==> src/rtl/cache_line_arbiter.sv <==
// Round-robin arbiter sharing one burst memory port between the I-cache (read)
// and D-cache (read/writeback); moves 256-bit lines as 4 x 64-bit beats.
module cache_line_arbiter #(
    parameter int unsigned LINE_W = 256,
    parameter int unsigned BEAT_W = 64
) (
    input  logic              clk,
    input  logic              rst,
    input  logic              i_read,
    input  logic [31:0]       i_addr,
    output logic [LINE_W-1:0] i_rdata,
    output logic              i_resp,
    input  logic              d_read,
    input  logic              d_write,
    input  logic [31:0]       d_addr,
    input  logic [LINE_W-1:0] d_wdata,
    output logic [LINE_W-1:0] d_rdata,
    output logic              d_resp,
    output logic              mem_read,
    output logic              mem_write,
    output logic [31:0]       mem_addr,
    output logic [BEAT_W-1:0] mem_wdata,
    input  logic [BEAT_W-1:0] mem_rdata,
    input  logic              mem_resp
);

    localparam int unsigned BEATS   = LINE_W / BEAT_W;
    localparam int unsigned CNT_W   = $clog2(BEATS);
    localparam int unsigned LSB_W   = $clog2(LINE_W);
    localparam int unsigned OFS_W   = $clog2(BEAT_W);
    localparam int unsigned ALIGN_W = 5;

    typedef enum logic [2:0] {
        IDLE = 3'd0,
        I_RD = 3'd1,
        D_RD = 3'd2,
        D_WR = 3'd3,
        RESP = 3'd4
    } state_e;

    state_e             state_q, state_d;
    logic [CNT_W-1:0]   cnt_q, cnt_d;
    logic               last_d_q, last_d_d;
    logic [LINE_W-1:0]  buf_q, buf_d;
    logic [31:0]        addr_q, addr_d;

    logic               i_pend, d_pend, last_beat;
    logic [LSB_W-1:0]   beat_lsb;

    assign i_pend    = i_read;
    assign d_pend    = d_read | d_write;
    assign last_beat = (cnt_q == CNT_W'(BEATS - 1));
    assign beat_lsb  = {cnt_q, {OFS_W{1'b0}}};

    // State and datapath registers
    always_ff @(posedge clk or negedge rst) begin
        if (!rst) begin
            state_q  <= IDLE;
            cnt_q    <= '0;
            last_d_q <= 1'b1;
            buf_q    <= '0;
            addr_q   <= '0;
        end else begin
            state_q  <= state_d;
            cnt_q    <= cnt_d;
            last_d_q <= last_d_d;
            buf_q    <= buf_d;
            addr_q   <= addr_d;
        end
    end

    // Next state: arbitration at IDLE, beat sequencing during bursts
    always_comb begin
        state_d  = state_q;
        cnt_d    = cnt_q;
        last_d_d = last_d_q;
        buf_d    = buf_q;
        addr_d   = addr_q;
        unique case (state_q)
            IDLE: begin
                // I wins when alone, or when D was the last one served
                if (i_pend && (!d_pend || last_d_q)) begin
                    state_d  = I_RD;
                    last_d_d = 1'b0;
                    addr_d   = {i_addr[31:ALIGN_W], {ALIGN_W{1'b0}}};
                end else if (d_pend) begin
                    last_d_d = 1'b1;
                    addr_d   = {d_addr[31:ALIGN_W], {ALIGN_W{1'b0}}};
                    if (d_write) begin
                        state_d = D_WR;
                        buf_d   = d_wdata;
                    end else begin
                        state_d = D_RD;
                    end
                end
            end
            I_RD, D_RD: begin
                if (mem_resp) begin
                    buf_d[beat_lsb +: BEAT_W] = mem_rdata;
                    cnt_d = cnt_q + CNT_W'(1);
                    if (last_beat) begin
                        state_d = RESP;
                    end
                end
            end
            D_WR: begin
                if (mem_resp) begin
                    cnt_d = cnt_q + CNT_W'(1);
                    if (last_beat) begin
                        state_d = RESP;
                    end
                end
            end
            RESP: begin
                state_d = IDLE;
            end
            default: begin
                state_d = IDLE;
            end
        endcase
    end

    // Outputs decoded purely from registered state
    always_comb begin
        mem_read  = 1'b0;
        mem_write = 1'b0;
        mem_addr  = '0;
        mem_wdata = '0;
        i_resp    = 1'b0;
        d_resp    = 1'b0;
        i_rdata   = buf_q;
        d_rdata   = buf_q;
        unique case (state_q)
            I_RD, D_RD: begin
                mem_read = 1'b1;
                mem_addr = addr_q;
            end
            D_WR: begin
                mem_write = 1'b1;
                mem_addr  = addr_q;
                mem_wdata = buf_q[beat_lsb +: BEAT_W];
            end
            RESP: begin
                i_resp = ~last_d_q;
                d_resp = last_d_q;
            end
            default: begin
            end
        endcase
    end

endmodule

==> config.mk <==
export PLATFORM = sky130hd
export DESIGN_NAME = cache_line_arbiter
export DESIGN_NICKNAME = d
export VERILOG_FILES = /design/src/rtl/cache_line_arbiter.sv
export SDC_FILE = /design/constraint.sdc
export NUM_CORES = 1
export LEC_CHECK = 0
export ABC_AREA = 1
export BUFFER_PORTS_ARGS = -buffer_cell sky130_fd_sc_hd__buf_2
export CORE_AREA = 5 5 390 392
export CTS_CLUSTER_DIAMETER = 200
export CTS_CLUSTER_SIZE = 28
export DETAILED_ROUTE_END_ITERATION = 6
export DIE_AREA = 0 0 395 397
export PLACE_DENSITY_LB_ADDON = 0.05
export SYNTH_ARGS = -nofsm -noshare
export SYNTH_HDL_FRONTEND = slang
export SYNTH_SLANG_ARGS = --single-unit
==> constraint.sdc <==
create_clock -name clk -period 3 [get_ports clk]
set_clock_uncertainty 0.1 [all_clocks]
set_input_delay 0.6 -clock clk [delete_from_list [all_inputs] [get_ports clk]]
set_output_delay 0.6 -clock clk [all_outputs]
set_load 0.02 [all_outputs]
# == After elaboration in Yosys (flattened, before gate mapping) ==
# Cells that the tools add are included.
# op_classes
addsub,2
eq_ne,12
shifts,3
mux,22
bitwise,2
n_reduce_logical,12
# op_table
op,count
$mux W256,4
$pmux W256 S2,1
$bwmux W256,1
$shift A64 B10 Y256 const A,1
$shiftx A256 B9 Y64,1
$shiftx A64 B10 Y256,1
$mux W32,3
$mux W64,1
$mux W3,4
$neg A8 Y10,1
$ne A2 B2 Y1 const B,4
$mux W1,7
$eq A3 B2 Y1 const B,2
$pmux W3 S2,1
$reduce_and A5 Y1,1
$ne A2 B1 Y1 const B,2
$reduce_and A2 Y1,2
$reduce_bool A2 Y1,2
$eq A3 B1 Y1 const B,1
$eq A3 B3 Y1 const B,1
$logic_not A3 Y1,1
$ne A3 B3 Y1 const B,1
$reduce_and A3 Y1,1
$reduce_or A3 Y1,1
8 further kinds,8
# totals
reg_bits,294
elab_cells,58

# == Depth between registers and ports, before layout ==
# depth
word_depth,6
mapped_depth,13

# == Least setup slack after synthesis ==
# No wires, ideal clock.
# synth_path
path_type,register to register
start,register cnt_q[0]
end,"register buf_q[4], in the netlist d_rdata[4]"
setup_ns,0.065
arrival_time_ns,2.323
required_time_ns,2.835
slack_ns,0.512
path_stages_with_launch,12
path_buffers,4
synth_period_minus_slack_ns,2.488
cell_sequence,dfrtp_1 buf_2 inv_2 buf_2 clkbuf_1 ha_1 nor2_2 clkbuf_1 nand3_1 o21ai_0 nand4_1 nand2_1
# synth_via
elab_chain_len,5
word_cells_on_any_way,6
cone_classes,add/sub: 1; shift: 2; mux: 3
# synth_lines
element,line,rtl
from (decl),42,"logic [CNT_W-1:0] cnt_q, cnt_d;"
from (signal assigned),65,cnt_q <= cnt_d;
$neg A8 Y10 *,99,buf_d[beat_lsb +: BEAT_W] = mem_rdata;
$shiftx A64 B10 Y256 / $shift A64 B10 Y256 (equally long branches),99,
$bwmux W256 *,99,
$mux W256 *,98,if (mem_resp) begin
$pmux W256 S2 *,79,unique case (state_q)
to (signal assigned),67,buf_q <= buf_d;
to (decl),44,"logic [LINE_W-1:0] buf_q, buf_d;"
# Mark *: on every way between the ends. The rest lies on a longest branch, timed or not. The select of a mux whose other input is x is not followed.
# A chain may end at the register's enable or synchronous reset.

# == Final worst setup path ==
# layout_path
start,register cnt_q[0]
end,output mem_wdata[32]
# layout_via
elab_chain_len,2
# layout_lines
element,line,rtl
$shiftx A256 B9 Y64,141,mem_wdata = buf_q[beat_lsb +: BEAT_W];
$mux W64,133,unique case (state_q)
to (decl),22,"output logic [BEAT_W-1:0] mem_wdata,"
# No other way between the ends.

==> impl_metrics.prom <==
# TYPE chip_impl_metric gauge
chip_impl_info{name="run_status",value="finished, final reports clean"} 1
chip_impl_metric{name="detail_route.wl_per_cell",unit="um"} 26.4
chip_impl_metric{name="totalWireLength",unit="um"} 154000
chip_impl_metric{name="grt_start_max_net_pins",unit=""} 106
chip_impl_metric{name="finalWeightedCongestion",unit=""} 0.775
chip_impl_info{name="synth_top_family_by_area",value="simple AND/OR/NAND/NOR gates"} 1
chip_impl_metric{name="synth-async-reset-ratio",unit=""} 1.00
chip_impl_metric{name="start_util",unit=""} 0.143
chip_impl_metric{name="critical_path_peak_fanout",unit=""} 15
chip_impl_metric{name="post_layout_nonfiller_instances",unit=""} 5846
chip_impl_metric{name="grt-ovfl-total",unit=""} 0
chip_impl_metric{name="post_synthesis_simple_gate_area_fraction",unit=""} 0.402
chip_impl_info{name="setup_repair_after_global_routing_missed_its_margin",value="true"} 1
chip_impl_metric{name="required_time_of_the_critical_path",unit="ns"} 2.30
chip_impl_metric{name="synth-compound-area-share",unit=""} 0.0832
chip_impl_metric{name="worst_setup_hold_path_clk_slew",unit="ns"} 0.13
chip_impl_info{name="layout_common_cells",value="1108 x nand2_1, 973 x buf_2, 444 x nor2_1"} 1
chip_impl_metric{name="ys_types",unit=""} 28
chip_impl_metric{name="die_w",unit="um"} 395
chip_impl_metric{name="syn2layout_area_growth",unit="%"} 30.5
chip_impl_metric{name="fmaxAchievable",unit="GHz"} 0.340
chip_impl_metric{name="latest_clock_arrival_within_the_worst_skew_pair",unit="ns"} 0.59
chip_impl_metric{name="setup_viol",unit=""} 0
chip_impl_metric{name="numCtsBuffers",unit=""} 15
chip_impl_metric{name="post_synth_inst_count",unit=""} 3278
chip_impl_metric{name="finalHoldWorstSlack",unit="ns"} 0.174
chip_impl_metric{name="clock_sink_count",unit=""} 289
chip_impl_info{name="clock_tree_from_tritoncts",value="built"} 1
chip_impl_metric{name="firstDrtPassIters",unit=""} 5
chip_impl_info{name="dominantRegCellSynth",value="dfrtp_1"} 1
chip_impl_metric{name="final_hold_viol_count",unit=""} 0
chip_impl_metric{name="period_share",unit=""} 0.980
chip_impl_metric{name="synth_xor_xnor_area_share",unit=""} 0.000411
chip_impl_metric{name="placement.io_buffers",unit=""} 986
chip_impl_metric{name="drtIter0Drc",unit=""} 1528
chip_impl_metric{name="number_of_global_route_vias_before_repair",unit=""} 24900
chip_impl_metric{name="worst_reg2reg_path_depth",unit=""} 11
chip_impl_metric{name="post_synth_edffs",unit=""} 0
chip_impl_metric{name="grt_first_pass_wirelength",unit="um"} 210000
chip_impl_metric{name="cts_max_level",unit=""} 1
chip_impl_metric{name="io_pins",unit=""} 1002
chip_impl_metric{name="ir_drop",unit="mV"} 1.05
chip_impl_metric{name="yosys_register_bits",unit=""} 289
chip_impl_metric{name="via_count",unit=""} 24400
chip_impl_info{name="timing.critical_path.to_type",value="output port"} 1
chip_impl_metric{name="route.detailed.vias_per_inst",unit=""} 4.18
chip_impl_metric{name="cts_max_path_buffers",unit=""} 3
chip_impl_metric{name="max_slew_headroom_at_the_worst_pin",unit=""} 0.524
chip_impl_metric{name="post_route_cells_drive_above_1_share",unit=""} 0.302
chip_impl_metric{name="report.final.slew_viol_count",unit=""} 0
chip_impl_metric{name="actual_transition_at_the_worst_max_transition_pin",unit="ns"} 0.713
chip_impl_metric{name="grt_usage",unit=""} 0.185
chip_impl_metric{name="synth_mux_area_frac",unit=""} 0
chip_impl_info{name="reg2reg_to",value="d_rdata[197]$_DFFE_PN0P_"} 1
chip_impl_info{name="timing.critical_path.from",value="cnt_q[0]$_DFFE_PN0P_"} 1
chip_impl_metric{name="min_path_cells",unit=""} 3
chip_impl_metric{name="drc",unit=""} 0
chip_impl_info{name="criticalPathCategory",value="reg2out"} 1
chip_impl_metric{name="pwr_density_cell",unit="nW/um^2"} 1420
chip_impl_metric{name="yosysWarningCount",unit=""} 0
chip_impl_metric{name="finalNetCount",unit=""} 4269
chip_impl_metric{name="setup_tns",unit="ns"} 0
chip_impl_info{name="timing.hold.worst.class",value="in2reg"} 1
chip_impl_metric{name="setup_ws",unit="ns"} 0.0604
chip_impl_metric{name="syn_area_per_cell",unit="sq um"} 6.50
chip_impl_info{name="crit-reg2reg-launch",value="cnt_q[0]$_DFFE_PN0P_"} 1
chip_impl_metric{name="synth_area",unit="sq um"} 21300
chip_impl_metric{name="chipHeight",unit="um"} 397
chip_impl_metric{name="p_total",unit="mW"} 39.5
chip_impl_metric{name="placed_cells_incl_taps",unit=""} 5783
chip_impl_metric{name="fp.coreArea",unit="sq um"} 149000
chip_impl_info{name="critical_path.endpoint",value="mem_wdata[32]"} 1
chip_impl_metric{name="crit_arrival",unit="ns"} 2.24
chip_impl_metric{name="maxCapViolCount",unit=""} 0
chip_impl_metric{name="synth_sequential_area_ratio",unit=""} 0.339
chip_impl_metric{name="finalCriticalPeriod",unit="ns"} 2.94
chip_impl_metric{name="grt_antenna_before_repair",unit=""} 61
chip_impl_info{name="timing.critical_path.from_type",value="flop"} 1
chip_impl_metric{name="post_dp_hpwl",unit="um"} 107000
chip_impl_info{name="min_from",value="i_addr[14]"} 1
chip_impl_metric{name="synth_fa_ha_area_frac",unit=""} 0.00294
chip_impl_info{name="layout_commonest_cell",value="nand2_1"} 1
chip_impl_metric{name="power.leakage",unit="nW"} 14.8
chip_impl_metric{name="die-area",unit="sq um"} 157000
chip_impl_metric{name="rows",unit=""} 142
chip_impl_metric{name="drt.antenna.violating_nets",unit=""} 0
chip_impl_info{name="root_buffer",value="clkbuf_16"} 1
chip_impl_metric{name="setup.reg_to_reg.worst_slack",unit="ns"} 0.28
chip_impl_metric{name="place_worst_setup_slack",unit="ns"} 0.339
-- sequential cells by signal, indices dropped and copies added (netlist names) --
signal / flops
last_d_q: 1
d_rdata: 256
addr_q: 27
state_q: 3
cnt_q: 2
-- area by class of cell --
cell class	count	area, sq um
inverter	72	298
multi-input combinational	2383	10600
sequential	289	7240
antenna	24	60.1
clock inverter	4	60.1
timing repair buffer	1113	6770
clock buffer	17	383
fill	17400	121000
tap	1944	2430
-- metal layers --
metal | vias up | GRT usage | wire length [um]
met3 | 129 | 0.0298 | 6880
li1 | 11600 | - | -
met5 | - | 0 | 195
met1 | 11900 | 0.243 | 68900
met4 | 32 | 0.0260 | 2110
met2 | 742 | 0.327 | 76300
-- worst max-delay path, stage by stage, from the launching register on --
cell	delay [ns]
dfrtp_4	0.58
buf_12	0.19
buf_16	0.17
nor2_2	0.17
nor2_1	0.05
o21ai_0	0.17
a21oi_1	0.13
buf_4	0.18
-- through the flow --
step	utilization	instance area [sq um]
finish	0.187	27800
global route	0.187	27800
detailed placement	0.180	26800
CTS	0.185	27500
floorplan	-	21300
global placement	0.180	26800
-- what timing repair did --
action	4_1_cts	5_1_grt
cloned	6	4
endpoints found under the hold margin	35	0
setup endpoints to repair	55	42
setup buffers	3	4
resized for setup	20	34
pin swaps	0	4
hold buffers	1	0
-- synth_stat cells, types with 2 or more instances --
master	count	area share
o21ai_0	255	0.060
buf_1	22	0.0039
ha_1	5	0.0029
inv_2	7	0.0012
dfrtp_1	288	0.34
o22ai_1	27	0.0079
buf_4	285	0.10
nand3_1	191	0.045
buf_6	22	0.012
a21oi_1	64	0.015
nor3_1	3	0.00070
nand4_1	257	0.075
inv_1	64	0.011
nand2_4	2	0.0011
nand3_2	4	0.0019
nor2_1	450	0.079
buf_2	114	0.027
clkbuf_1	95	0.017
or2_4	3	0.0012
nand2_1	1112	0.20
-- power by group --
group          switching (mW)  internal [mW]
logic                    20.8           7.92
clock network            1.80          0.968
registers                2.38           5.60
-- kinds of logic (layout without fill, tap and decap cells) --
| family | after synthesis | after routing |
|---|---|---|
| xor gates and xnor gates | 1 | 1 |
| and+or+nand+nor | 2025 | 2025 |
| DFF | 289 | 289 |
| AOI/OAI and AO/OA | 347 | 347 |
| buffers and inverters | 610 | 1206 |
| adders and majority gates | 5 | 5 |
| other | 1 | 29 |
-- worst min-delay path by stage --
stage / to / slack [ns]
finish: addr_q[14]$_DFFE_PN0P_ / 0.17
global route: addr_q[14]$_DFFE_PN0P_ / 0.14
CTS: addr_q[14]$_DFFE_PN0P_ / 0.11
detailed placement: d_rdata[87]$_DFFE_PN0P_ / 0.42
global placement: d_rdata[87]$_DFFE_PN0P_ / 0.42
floorplan: addr_q[10]$_DFFE_PN0P_ / 0.20
Note: power is estimated with default switching activity, not from simulation.
